===== config.mk =====
export PLATFORM = sky130hd
export DESIGN_NAME = alu_arbiter_ctrl
export DESIGN_NICKNAME = d
export VERILOG_FILES = /design/src/rtl/alu_arbiter_ctrl.sv
export SDC_FILE = /design/constraint.sdc
export NUM_CORES = 1
export LEC_CHECK = 0
export CAP_MARGIN = 20
export CORE_MARGIN = 2
export CORE_UTILIZATION = 39
export CTS_BUF_LIST = sky130_fd_sc_hd__clkbuf_16
export DETAILED_ROUTE_END_ITERATION = 7
export PLACE_DENSITY = 0.81
export SYNTH_ARGS = -nofsm -noshare
export SYNTH_HDL_FRONTEND = slang
export SYNTH_SLANG_ARGS = --single-unit
export TNS_END_PERCENT = 30

===== constraint.sdc =====
create_clock -name clk -period 1.9 [get_ports clk]
set_input_delay 0.57 -clock clk [delete_from_list [all_inputs] [get_ports clk]]
set_output_delay 0.57 -clock clk [all_outputs]
set_load 0.05 [all_outputs]

===== src/rtl/alu_arbiter_ctrl.sv =====
// Two-requester round-robin front end for a shared combinational ALU.
// Accepts one command at a time, holds the ALU inputs from latched registers and returns one response.
module alu_arbiter_ctrl #(
  parameter int NREQ = 2,
  parameter int W    = 32
) (
  input  logic         clk,
  input  logic         rst,
  input  logic         req0_valid,
  input  logic         req1_valid,
  output logic         req0_ready,
  output logic         req1_ready,
  input  logic [2:0]   req0_opcode,
  input  logic [2:0]   req1_opcode,
  input  logic [W-1:0] req0_op1,
  input  logic [W-1:0] req0_op2,
  input  logic [W-1:0] req1_op1,
  input  logic [W-1:0] req1_op2,
  output logic [2:0]   alu_opcode,
  output logic [W-1:0] alu_op1,
  output logic [W-1:0] alu_op2,
  input  logic [W-1:0] alu_result,
  input  logic         alu_flag_c,
  input  logic         alu_flag_z,
  output logic         rsp_valid,
  input  logic         rsp_ready,
  output logic         rsp_id,
  output logic [W-1:0] rsp_result,
  output logic         rsp_flag_c,
  output logic         rsp_flag_z,
  output logic         rsp_err,
  output logic         busy
);

  typedef enum logic [1:0] {IDLE, EXEC, RESP} state_t;

  state_t state_reg, state_next;

  logic [NREQ-1:0] valid_vec;
  logic [NREQ-1:0] grant_vec;
  logic [NREQ-1:0] ready_vec;
  logic [2:0]      opcode_arr [NREQ];
  logic [W-1:0]    op1_arr    [NREQ];
  logic [W-1:0]    op2_arr    [NREQ];

  logic            grant_id;
  logic            accept;
  logic            last_grant_reg;
  logic            exec_cnt_reg;
  logic            id_reg;
  logic            illegal_reg;
  logic [2:0]      opcode_reg;
  logic [W-1:0]    op1_reg;
  logic [W-1:0]    op2_reg;
  logic            rsp_id_reg;
  logic [W-1:0]    rsp_result_reg;
  logic            rsp_flag_c_reg;
  logic            rsp_flag_z_reg;
  logic            rsp_err_reg;

  logic [2:0]      sel_opcode;
  logic [W-1:0]    sel_op1;
  logic [W-1:0]    sel_op2;

  assign valid_vec[0]  = req0_valid;
  assign valid_vec[1]  = req1_valid;
  assign opcode_arr[0] = req0_opcode;
  assign opcode_arr[1] = req1_opcode;
  assign op1_arr[0]    = req0_op1;
  assign op1_arr[1]    = req1_op1;
  assign op2_arr[0]    = req0_op2;
  assign op2_arr[1]    = req1_op2;

  // Contention goes to whoever was not served last; otherwise the lone requester wins.
  always_comb begin
    if (valid_vec[0] && valid_vec[1]) begin
      grant_id = ~last_grant_reg;
    end else begin
      grant_id = valid_vec[1];
    end
  end

  generate
    for (genvar gi = 0; gi < NREQ; gi++) begin : g_req
      assign grant_vec[gi] = (grant_id == 1'(gi));
      assign ready_vec[gi] = (state_reg == IDLE) && !rst && valid_vec[gi] && grant_vec[gi];
    end
  endgenerate

  assign req0_ready = ready_vec[0];
  assign req1_ready = ready_vec[1];
  assign accept     = |ready_vec;

  assign sel_opcode = opcode_arr[grant_id];
  assign sel_op1    = op1_arr[grant_id];
  assign sel_op2    = op2_arr[grant_id];

  always_ff @(posedge clk) begin
    if (rst) begin
      state_reg <= IDLE;
    end else begin
      state_reg <= state_next;
    end
  end

  // EXEC spans two cycles: a full cycle for the external ALU path, then the capture edge.
  always_comb begin
    state_next = state_reg;
    case (state_reg)
      IDLE:    if (accept)       state_next = EXEC;
      EXEC:    if (exec_cnt_reg) state_next = RESP;
      RESP:    if (rsp_ready)    state_next = IDLE;
      default:                   state_next = IDLE;
    endcase
  end

  always_comb begin
    rsp_valid = (state_reg == RESP);
    busy      = (state_reg != IDLE);
  end

  always_ff @(posedge clk) begin
    if (rst) begin
      last_grant_reg <= 1'b1;
      exec_cnt_reg   <= 1'b0;
      id_reg         <= 1'b0;
      illegal_reg    <= 1'b0;
      opcode_reg     <= 3'b000;
      op1_reg        <= '0;
      op2_reg        <= '0;
      rsp_id_reg     <= 1'b0;
      rsp_result_reg <= '0;
      rsp_flag_c_reg <= 1'b0;
      rsp_flag_z_reg <= 1'b0;
      rsp_err_reg    <= 1'b0;
    end else begin
      if (accept) begin
        id_reg         <= grant_id;
        last_grant_reg <= grant_id;
        exec_cnt_reg   <= 1'b0;
        // Undefined opcodes present a harmless AND of zeros to the ALU.
        if (sel_opcode > 3'd4) begin
          illegal_reg <= 1'b1;
          opcode_reg  <= 3'b000;
          op1_reg     <= '0;
          op2_reg     <= '0;
        end else begin
          illegal_reg <= 1'b0;
          opcode_reg  <= sel_opcode;
          op1_reg     <= sel_op1;
          op2_reg     <= sel_op2;
        end
      end
      if (state_reg == EXEC) begin
        exec_cnt_reg <= 1'b1;
        if (exec_cnt_reg) begin
          rsp_id_reg <= id_reg;
          rsp_err_reg <= illegal_reg;
          if (illegal_reg) begin
            rsp_result_reg <= '0;
            rsp_flag_c_reg <= 1'b0;
            rsp_flag_z_reg <= 1'b0;
          end else begin
            rsp_result_reg <= alu_result;
            rsp_flag_c_reg <= alu_flag_c;
            rsp_flag_z_reg <= alu_flag_z;
          end
        end
      end
    end
  end

  assign alu_opcode = opcode_reg;
  assign alu_op1    = op1_reg;
  assign alu_op2    = op2_reg;
  assign rsp_id     = rsp_id_reg;
  assign rsp_result = rsp_result_reg;
  assign rsp_flag_c = rsp_flag_c_reg;
  assign rsp_flag_z = rsp_flag_z_reg;
  assign rsp_err    = rsp_err_reg;

endmodule


== Word level (Yosys, flattened, before mapping) ==
Index checks and enable logic that the tools add are counted.

* Output and inout bits: 107
* Word-level logic and storage cells: 59
* Register bits after elaboration: 109
* Input bits: 173

* Bitwise gates (word level): 3
* Muxes and demuxes: 23
* Reduce and logical (&&, ||, !) cells: 13
* Equality and inequality tests: 5
* Order comparisons: 2

{| class="wikitable"
|+ Operator list
! kind !! count
|-
| 32-bit 2-to-1 mux || 9
|-
| 3-bit 2-to-1 mux || 4
|-
| 1-bit logical AND || 6
|-
| 1-bit 2-to-1 mux || 6
|-
| 2-bit 2-to-1 mux || 3
|-
| 2-bit case mux with 3 select lines || 1
|-
| 2-bit inequality test, second input constant || 2
|-
| 2-bit nonzero test || 2
|-
| 3-bit greater-than comparator, second input constant || 1
|-
| 3-bit AND reduction || 1
|-
| 2-bit by 1-bit equality test with 1-bit output, second input constant || 1
|-
| 2-bit equality test, second input constant || 1
|-
| 2-bit >= comparator, second input constant || 1
|-
| 2-bit logical NOT || 1
|-
| 2-bit by 1-bit inequality test with 1-bit output, second input constant || 1
|-
| 1-bit NOT || 2
|-
| 1-bit NOT with 2-bit output || 1
|-
| 2-bit AND reduction || 1
|-
| 2-bit OR reduction || 1
|-
| 1-bit logical NOT || 1
|}

== Logic depth before layout (Yosys ltp) ==
Gate-level depths: netlist (run 1).

* Word-level depth: 8
* Gate-level depth with buffers: 6
* Mapped depth without buffers: 4

== Worst setup path after synthesis (run 1) ==
No wires, ideal clock.

* Path type: input port to output port
* Start point: in req1_valid
* End point: out req0_ready
* Buffers on the path: 2
* Data arrival time: 1699 ps
* Setup slack: -369 ps
* Required time: 1330 ps
* Stages on the path: 4
* Path through: a21boi_2 -> buf_6 -> buf_2 -> nor2_1

* Longest elaborated chain between the ends: 4

{| class="wikitable"
|+ RTL lines
! element !! line !! source
|-
| start, declared || 10 || <nowiki>input logic req1_valid,</nowiki>
|-
| 1-bit logical AND || 76 || <nowiki>if (valid_vec[0] && valid_vec[1]) begin</nowiki>
|-
| 1-bit 2-to-1 mux (*) || 76 ||
|-
| 1-bit NOT (*) || 85 || <nowiki>assign grant_vec[gi] = (grant_id == 1'(gi));</nowiki>
|-
| 1-bit logical AND (*) || 86 || <nowiki>assign ready_vec[gi] = (state_reg == IDLE) && !rst && valid_vec[gi] && grant_vec[gi];</nowiki>
|-
| end, declared || 11 || <nowiki>output logic req0_ready,</nowiki>
|}

Mark *: on every way between the ends. The rest lies on a longest branch, timed or not.

== Worst setup path after layout (run 1) ==
* Start point: in req0_valid
* End point: out req1_ready

* Longest elaborated chain between the ends: 3

{| class="wikitable"
|+ RTL lines
! element !! line !! source
|-
| start, declared || 9 || <nowiki>input logic req0_valid,</nowiki>
|-
| 1-bit logical AND || 76 ||
|-
| 1-bit 2-to-1 mux || 76 ||
|-
| 1-bit logical AND || 86 ||
|-
| end, declared || 12 || <nowiki>output logic req1_ready,</nowiki>
|}

Every way passes these cells.

==> metrics.md, run 1 <==
| Metric | Value |
|---|---|
| Port bufs | 279 |
| Seq pwr share | 36.8% |
| TritonRoute pass-1 iters | 4 |
| Syn_area_per_cell | 10.2 um2 |
| Fmax achieved | 0.529 GHz |
| Antenna violations before repair | 0 |
| Overflow left after global routing | 0 |
| Crit path launch type | input pin |
| Initial core utilization | 40.1% |
| Count of final setup violators | 0 |
| Combinational cell fraction of total power | 36.6% |
| Routed wl met3 | roughly 1200 um |
| Max VDD drop | 599 uV |
| Number of cell rows | 41 |
| Clock Tree Buf Depth | 2 |
| Status | finished clean |
| Starting DRC count in detailed routing | 319 |
| RD Place Congestion | 0.776 |
| Fin. max-slew vios | 0 |
| Final Cycle Share | 99.5% |
| M1 WL | 6140 um |
| Ranking of synthesized cells by area | dfxtp_1, o32ai_2, mux2i_1, nand3b_1, inv_1 |
| Worst setup EP type | output pin |
| Area occupied by multi-input gates | roughly 2400 um2 |
| Global-route wire length before repair | 25300 um |
| Clock network power share | 26.6% |
| CTS buffer count | 9 |
| Clock skew | 0.00774 ns |
| Worst path required time | 1.33 ns |
| Worst-path maximum fanout | 3 |
| Final ANT Viol Nets | 0 |
| Root Buffer | clkbuf_16 |
| RSZ-0062 raised after global routing | yes |
| Pwr dens | 851 nW/um2 |
| Hold WC Path Type | reg -> reg |
| Largest net degree at the start of global routing | 43 |
| Nets | 959 |
| Total Wirelength | 15400 um |
| Yosys top cell by area | dfxtp_1 |
| Residual DRC | 0 |
| CTS tree | yes |
| Via count | 4826 |
| Die ar. | 13900 um2 |
| Sw power | 2.50 mW |
| Synth Net Count | 671 |
| Clock Sink Count | 109 |
| Vias in the first global route | 5057 |
| Uppermost layer routed | met4 |
| Post-layout min period | 1.89 ns |
| Total power | 7.14 mW |
| Met2 routed WL | 7960 um |
| Int Power | 4.64 mW |
| Area Overhead vs Synth | 65.9% |
| Via-to-Cell Ratio | 5.01 |
| GRT Total Usage | 22.2% |
| Max Cap Viol | 0 |
| Worst-Margin Slew | 0.362 ns |
| Hold_buf cts | 0 |
| Kind of critical path | in -> out |
| Slew margin rel. | approximately three quarters |
| Fillers | 998 |
| Switch share | 35.0% |
| Register bit total from synthesis | 109 |
| Ys Warns | 0 |
| Cell count after synthesis | 498 |
| Crit path arrival time | roughly 1.3 ns |
| I/O pins | 280 |
| ANT cells | 0 |
| Area of the core | 12600 um2 |
| Setup slack, reg-to-reg | 0.23 ns |
| Chip height | approximately 120 um |
| Post-synth top area share | 43.2% |
| Post-layout util | approximately 66% |
| Die X | between 100 and 150 um |
| Final HPWL DP | 11600 um |
| Seq/Total Area, Yosys | 43.2% |
| Storage cell area | 2190 um2 |
| Layout cells sized above 1 | approximately 27% |
| P_leak | roughly 3.3 nW |
| Clk slew on worst S/H paths | 0.07 ns |
| Avg WL per Cell | about 16 um |
| H-tree depth | 3 |
| Syn Std Cell Area | approximately 5100 um2 |
| Clock latency on the worst-skew pair | around 0.34 ns |
| Netlist cell types | 35 |
| Fin. Hold Viols | 0 |
-- path summary, 6_finish.rpt --
path                  start              to  cells after the start
max              req0_valid      req1_ready                      4
min          rsp_result[13]  rsp_result[13]                      2
max reg2reg    state_reg[0]     alu_op2[16]                      7
min reg2reg  rsp_result[13]  rsp_result[13]                      2
-- layer usage --
layer	up-vias	global-route usage [%]
li1	2346	-
met1	2271	25.6
met2	196	40.8
met3	13	6.15
met4	0	4.52
met5	-	0
-- area by class of cell --
cell class	instances	area share, %
inverters	67	3.00
repair buffers	320	35.8
flip-flops and latches	109	26.1
multi-input cells	279	29.0
clock inverters	7	0.880
clock buffers	9	2.69
well taps	172	2.57
-- worst max-delay path, cell delays in order --
cell,delay [ns]
clkdlybuf4s15_1,0.23
a21boi_4,0.21
and2_4,0.18
buf_12,0.13
-- cell usage in the layout, fill, tap and decap left out, types with 2 or more instances in the layout --
master | synthesis | routed
a31oi_1 | 2 | 2
a22oi_1 | 3 | 3
buf_12 | 0 | 13
o32ai_1 | 23 | 23
inv_1 | 66 | 66
nand3b_1 | 37 | 37
a21oi_1 | 39 | 39
o32ai_2 | 41 | 41
o31ai_1 | 2 | 2
dfxtp_1 | 109 | 107
or3b_1 | 3 | 3
buf_4 | 10 | 134
clkdlybuf4s15_1 | 0 | 2
mux2i_1 | 65 | 64
buf_6 | 2 | 2
nand2b_1 | 2 | 2
clkbuf_16 | 0 | 9
clkdlybuf4s50_1 | 0 | 169
nor2_1 | 5 | 3
inv_6 | 0 | 2
nand2_1 | 40 | 39
o21ai_0 | 2 | 2
clkinv_4 | 0 | 2
-- cells in the mapped netlist --
master	count
a21boi_2	1
a21o_1	1
a21oi_1	39
a22oi_1	3
a311oi_1	1
a31oi_1	2
and2_1	1
and3b_1	1
buf_2	18
buf_4	10
buf_6	2
clkbuf_1	13
dfxtp_1	109
inv_1	66
inv_2	1
mux2i_1	65
nand2_1	40
nand2_2	1
nand2b_1	2
nand3_1	1
nand3b_1	37
nor2_1	5
nor2b_1	1
nor3_1	1
nor3_4	1
o211a_1	1
o21ai_0	2
o21ai_2	1
o311ai_1	1
o31ai_1	2
o32ai_1	23
o32ai_2	41
or2_1	1
or3b_1	3
or4b_1	1
-- cells by family after synthesis --
| group | after synthesis | synth area share [%] |
|---|---|---|
| compound gates | 118 | 23.3 |
| buf+inv | 110 | 9.65 |
| mux | 65 | 12.9 |
| flops | 109 | 43.2 |
| simple gates | 96 | 11.0 |
-- repair_timing --
action,in CTS,in global routing
pin swaps,3,3
gates resized for setup,14,2
endpoints found under the setup margin,46,3
hold endpoints to repair,0,0
buffers inserted,3,1
-- power by group through the flow --
| stage | Sequential [mW] | Clock (mW) | Combinational (mW) |
|---|---|---|---|
| after CTS | 2.63 | 1.93 | 2.62 |
| after global routing | 2.65 | 2.04 | 2.75 |
| after floorplan | 3.34 | 0 | 0.902 |
| final | 2.63 | 1.90 | 2.61 |
| after global placement | 2.67 | 0 | 2.55 |
| after detailed placement | 2.68 | 0 | 2.60 |
-- through the flow --
stage	std cells	setup TNS (ns)	hold slack (ns)	cell area [um2]	setup WS, ns
3_3_place_gp	943	-22.78	0.439	8040	-0.374
3_5_place_dp	943	-26.60	0.448	8040	-0.414
5_1_grt	963	-0.0934	0.476	8390	-0.0783
6_report	963	0	0.453	8390	0.00877
2_1_floorplan	498	-0.0115	0.432	5070	-0.0115
4_1_cts	962	-0.0181	0.457	8370	-0.0181
No activity file was read; power rests on OpenSTA's default activity.
==> run 2, diff against run 1 <==
CAP_MARGIN = not set   (was 20)
CTS_CLUSTER_SIZE = 24   (was not set)
==> results of run 2 <==
No change in the layout: final DEF, timing and power equal those of run 1.
==> run 3, diff against run 2 <==
CTS_CLUSTER_DIAMETER = 80   (was not set)
RECOVER_POWER = 25   (was not set)
==> run 3 against run 2 <==
  * Global-route usage unchanged
  * Critical endpoint unchanged
  * Largest power group unchanged
  * Highest routed layer unchanged
  * Combinational power barely moved
  * Wire length is essentially flat
  * Critical path type unchanged
  * Final cell count unchanged
  * Clock-buffer cell count stayed put
  * Core utilization down 0.37 points
  * Non-clock buffer count unchanged
==> metrics.md, run 3 (synthesis gave the netlist of run 1 again) <==
| Metric | Value |
|---|---|
| GRT Total Usage | 22.2% (unchanged) |
| CTS buffer count | 9 (unchanged) |
| Int Power | 4.62 mW (-0.36%) |
| Worst r2r path cells | 7 (unchanged) |
| RD Place Congestion | 0.776 (unchanged) |
| Initial core utilization | 40.1% (unchanged) |
| Post-layout min period | 1.89 ns (-0.00000877 ns) |
| Nets | 959 (unchanged) |
| Total Wirelength | 15400 um (about the same) |
| Kind of critical path | in -> out |
| Storage cell area | 2190 um2 (unchanged) |
| Clock Sink Count | 109 (unchanged) |
| Combinational cell fraction of total power | 36.4% (-0.2 points) |
| Fin. Hold Viols | 0 (unchanged) |
| Starting DRC count in detailed routing | 293 (-8.2%) |
| Worst-Margin Slew | 0.720 ns (+0.358 ns) |
| Commonest cells after routing, fill and taps aside | clkdlybuf4s50_1, buf_4, dfxtp_1 |
| Die X | 118 um (unchanged) |
| Port bufs | 279 (unchanged) |
| Final HPWL DP | 11600 um (unchanged) |
| CTS tree | yes |
| Sw power | 2.50 mW (about the same) |
| Worst-path maximum fanout | 3 (unchanged) |
| Fillers | 1007 (+0.90%) |
| Clock network power share | 26.7% (about the same) |
| H-tree depth | 3 (unchanged) |
| ANT cells | 0 (unchanged) |
| Overflow left after global routing | 0 (unchanged) |
| Total power | 7.12 mW (-0.23%) |
| WHS Endpoint | rsp_result[21] |
| Setup slack, reg-to-reg | 0.22 ns (about the same) |
| Sum Neg Setup Slack | 0 ns (unchanged) |
| Clock latency on the worst-skew pair | 0.34 ns (about the same) |
| Layout cells sized above 1 | 26.3% (-1.1 points) |
| Delay of the slowest cell on the worst path | 0.23 ns (about the same) |
| Vias in the first global route | 5057 (unchanged) |
| Worst path required time | 1.33 ns (about the same) |
| Crit path arrival time | 1.32 ns (about the same) |
| Via count | 4846 (+0.41%) |
| Fin. max-slew vios | 0 (unchanged) |
| P_leak | 3.22 nW (-1.3%) |
| Switch share | 35.1% (+0.084 points) |
| I/O pins | 280 (unchanged) |
| Worst setup EP type | output pin |
| Largest net degree at the start of global routing | 43 (unchanged) |
| Crit path max-delay cell type | clkdlybuf4s15_1 |
| Most common cell after layout, fill and taps aside | clkdlybuf4s50_1 |
| Max VDD drop | 600 uV (+0.16%) |
| Worst R2R Start | state_reg[0] |
| Crit path cell chain | clkdlybuf4s15_1, a21boi_4, and2_4, buf_12 |
| Pwr dens | 854 nW/um2 (+0.32%) |
| Clk slew on worst S/H paths | 0.07 ns (about the same) |
| Crit path launch type | input pin |
| Area Overhead vs Synth | 65.0% |
| WHS Path Cells | 2 (unchanged) |
| Clock Tree Buf Depth | 2 (unchanged) |
| Final ANT Viol Nets | 0 (unchanged) |
| Max Cap Viol | 0 (unchanged) |
| Slew margin rel. | 52.0% (-24 points) |
| Number of cell rows | 41 (unchanged) |
| Via-to-Cell Ratio | 5.03 (+0.41%) |
| Final Instance Area | 8340 um2 (-0.55%) |
| Chip height | 118 um (unchanged) |
| Area occupied by multi-input gates | 2430 um2 (unchanged) |
| Antenna violations before repair | 0 (unchanged) |
| Seq pwr share | 36.9% (about the same) |
| Residual DRC | 0 (unchanged) |
| RSZ-0062 raised after global routing | yes |
| Global-route wire length before repair | 25300 um (unchanged) |
| Min-delay src | rsp_result[21] |
| Area of the core | 12600 um2 (unchanged) |
| Crit Reg-Reg Endpoint | alu_op2[16] |
| Count of final setup violators | 0 (unchanged) |
| TritonRoute pass-1 iters | 5 (+1) |
| Status | finished clean |
| Fmax achieved | 0.529 GHz (about the same) |
| Root Buffer | clkbuf_16 |
| Clock skew | 0.00836 ns (+0.000622 ns) |
| Die ar. | 13900 um2 (unchanged) |
| Hold WC Path Type | reg -> reg |
| Final Cycle Share | 99.5% (about the same) |
| Dpl cell area | 8040 um2 (unchanged) |
| Avg WL per Cell | 16.0 um (about the same) |
| Hold slack | 0.453 ns (-0.0000800 ns) |
run 3: repair_timing:
item	in CTS	in global routing
pin swaps	3	3
resized for setup	14	2
hold buffers	0	0
hold endpoints to repair	0	0
buffers inserted	3	1
setup endpoints to repair	46	3
run 3: layout make-up:
| class | count | share of cell area [%] |
|---|---|---|
| clock inverter | 7 | 0.885 |
| inverter | 67 | 3.02 |
| timing repair buffer | 320 | 35.4 |
| multi-input combinational | 279 | 29.2 |
| sequential | 109 | 26.2 |
| tap | 172 | 2.58 |
| clock buffer | 9 | 2.70 |
run 3: how the worst max path moves through the flow:
stage / endpoint / slack, ns / cells past startpoint / start
final: req1_ready / 0.009 / 4 / req0_valid
after CTS: req0_ready / -0.02 / 4 / state_reg[0]
after detailed placement: alu_op2[20] / -0.41 / 5 / req1_valid
after global placement: req0_ready / -0.37 / 5 / rst
after global routing: req0_ready / -0.08 / 4 / state_reg[0]
after floorplan: req0_ready / -0.01 / 4 / rst
run 3: worst max-delay path: cells and delay by family:
kind                   cells  cell delay, ns
AO/OA/AOI/OAI              1            0.21
buffers and inverters      2            0.36
AND/OR/NAND/NOR            1            0.18
run 3: routing by layer:
layer | track usage [%] | share of wire (%) | vias up
met4 | 4.52 | 1.0 | 0
li1 | - | - | 2347
met2 | 40.8 | 52 | 197
met3 | 6.15 | 7.6 | 13
met1 | 25.6 | 39 | 2289
met5 | 0 | 0 | -
run 3: per-stage QoR:
step	util (%)	instances	worst slack [ns]
finish	66.1	963	0.00878
global route	66.1	963	-0.0783
CTS	66.4	962	-0.0181
detailed placement	63.7	943	-0.414
global placement	63.7	943	-0.374
floorplan	-	498	-0.0115
run 3: power by group through the flow:
stage                     registers (mW)  logic (mW)  clock network [mW]
after floorplan                     3.34       0.902                   0
after global placement              2.67        2.55                   0
after detailed placement            2.68        2.60                   0
after CTS                           2.63        2.62                1.93
after global routing                2.66        2.74                2.04
final                               2.63        2.59                1.90
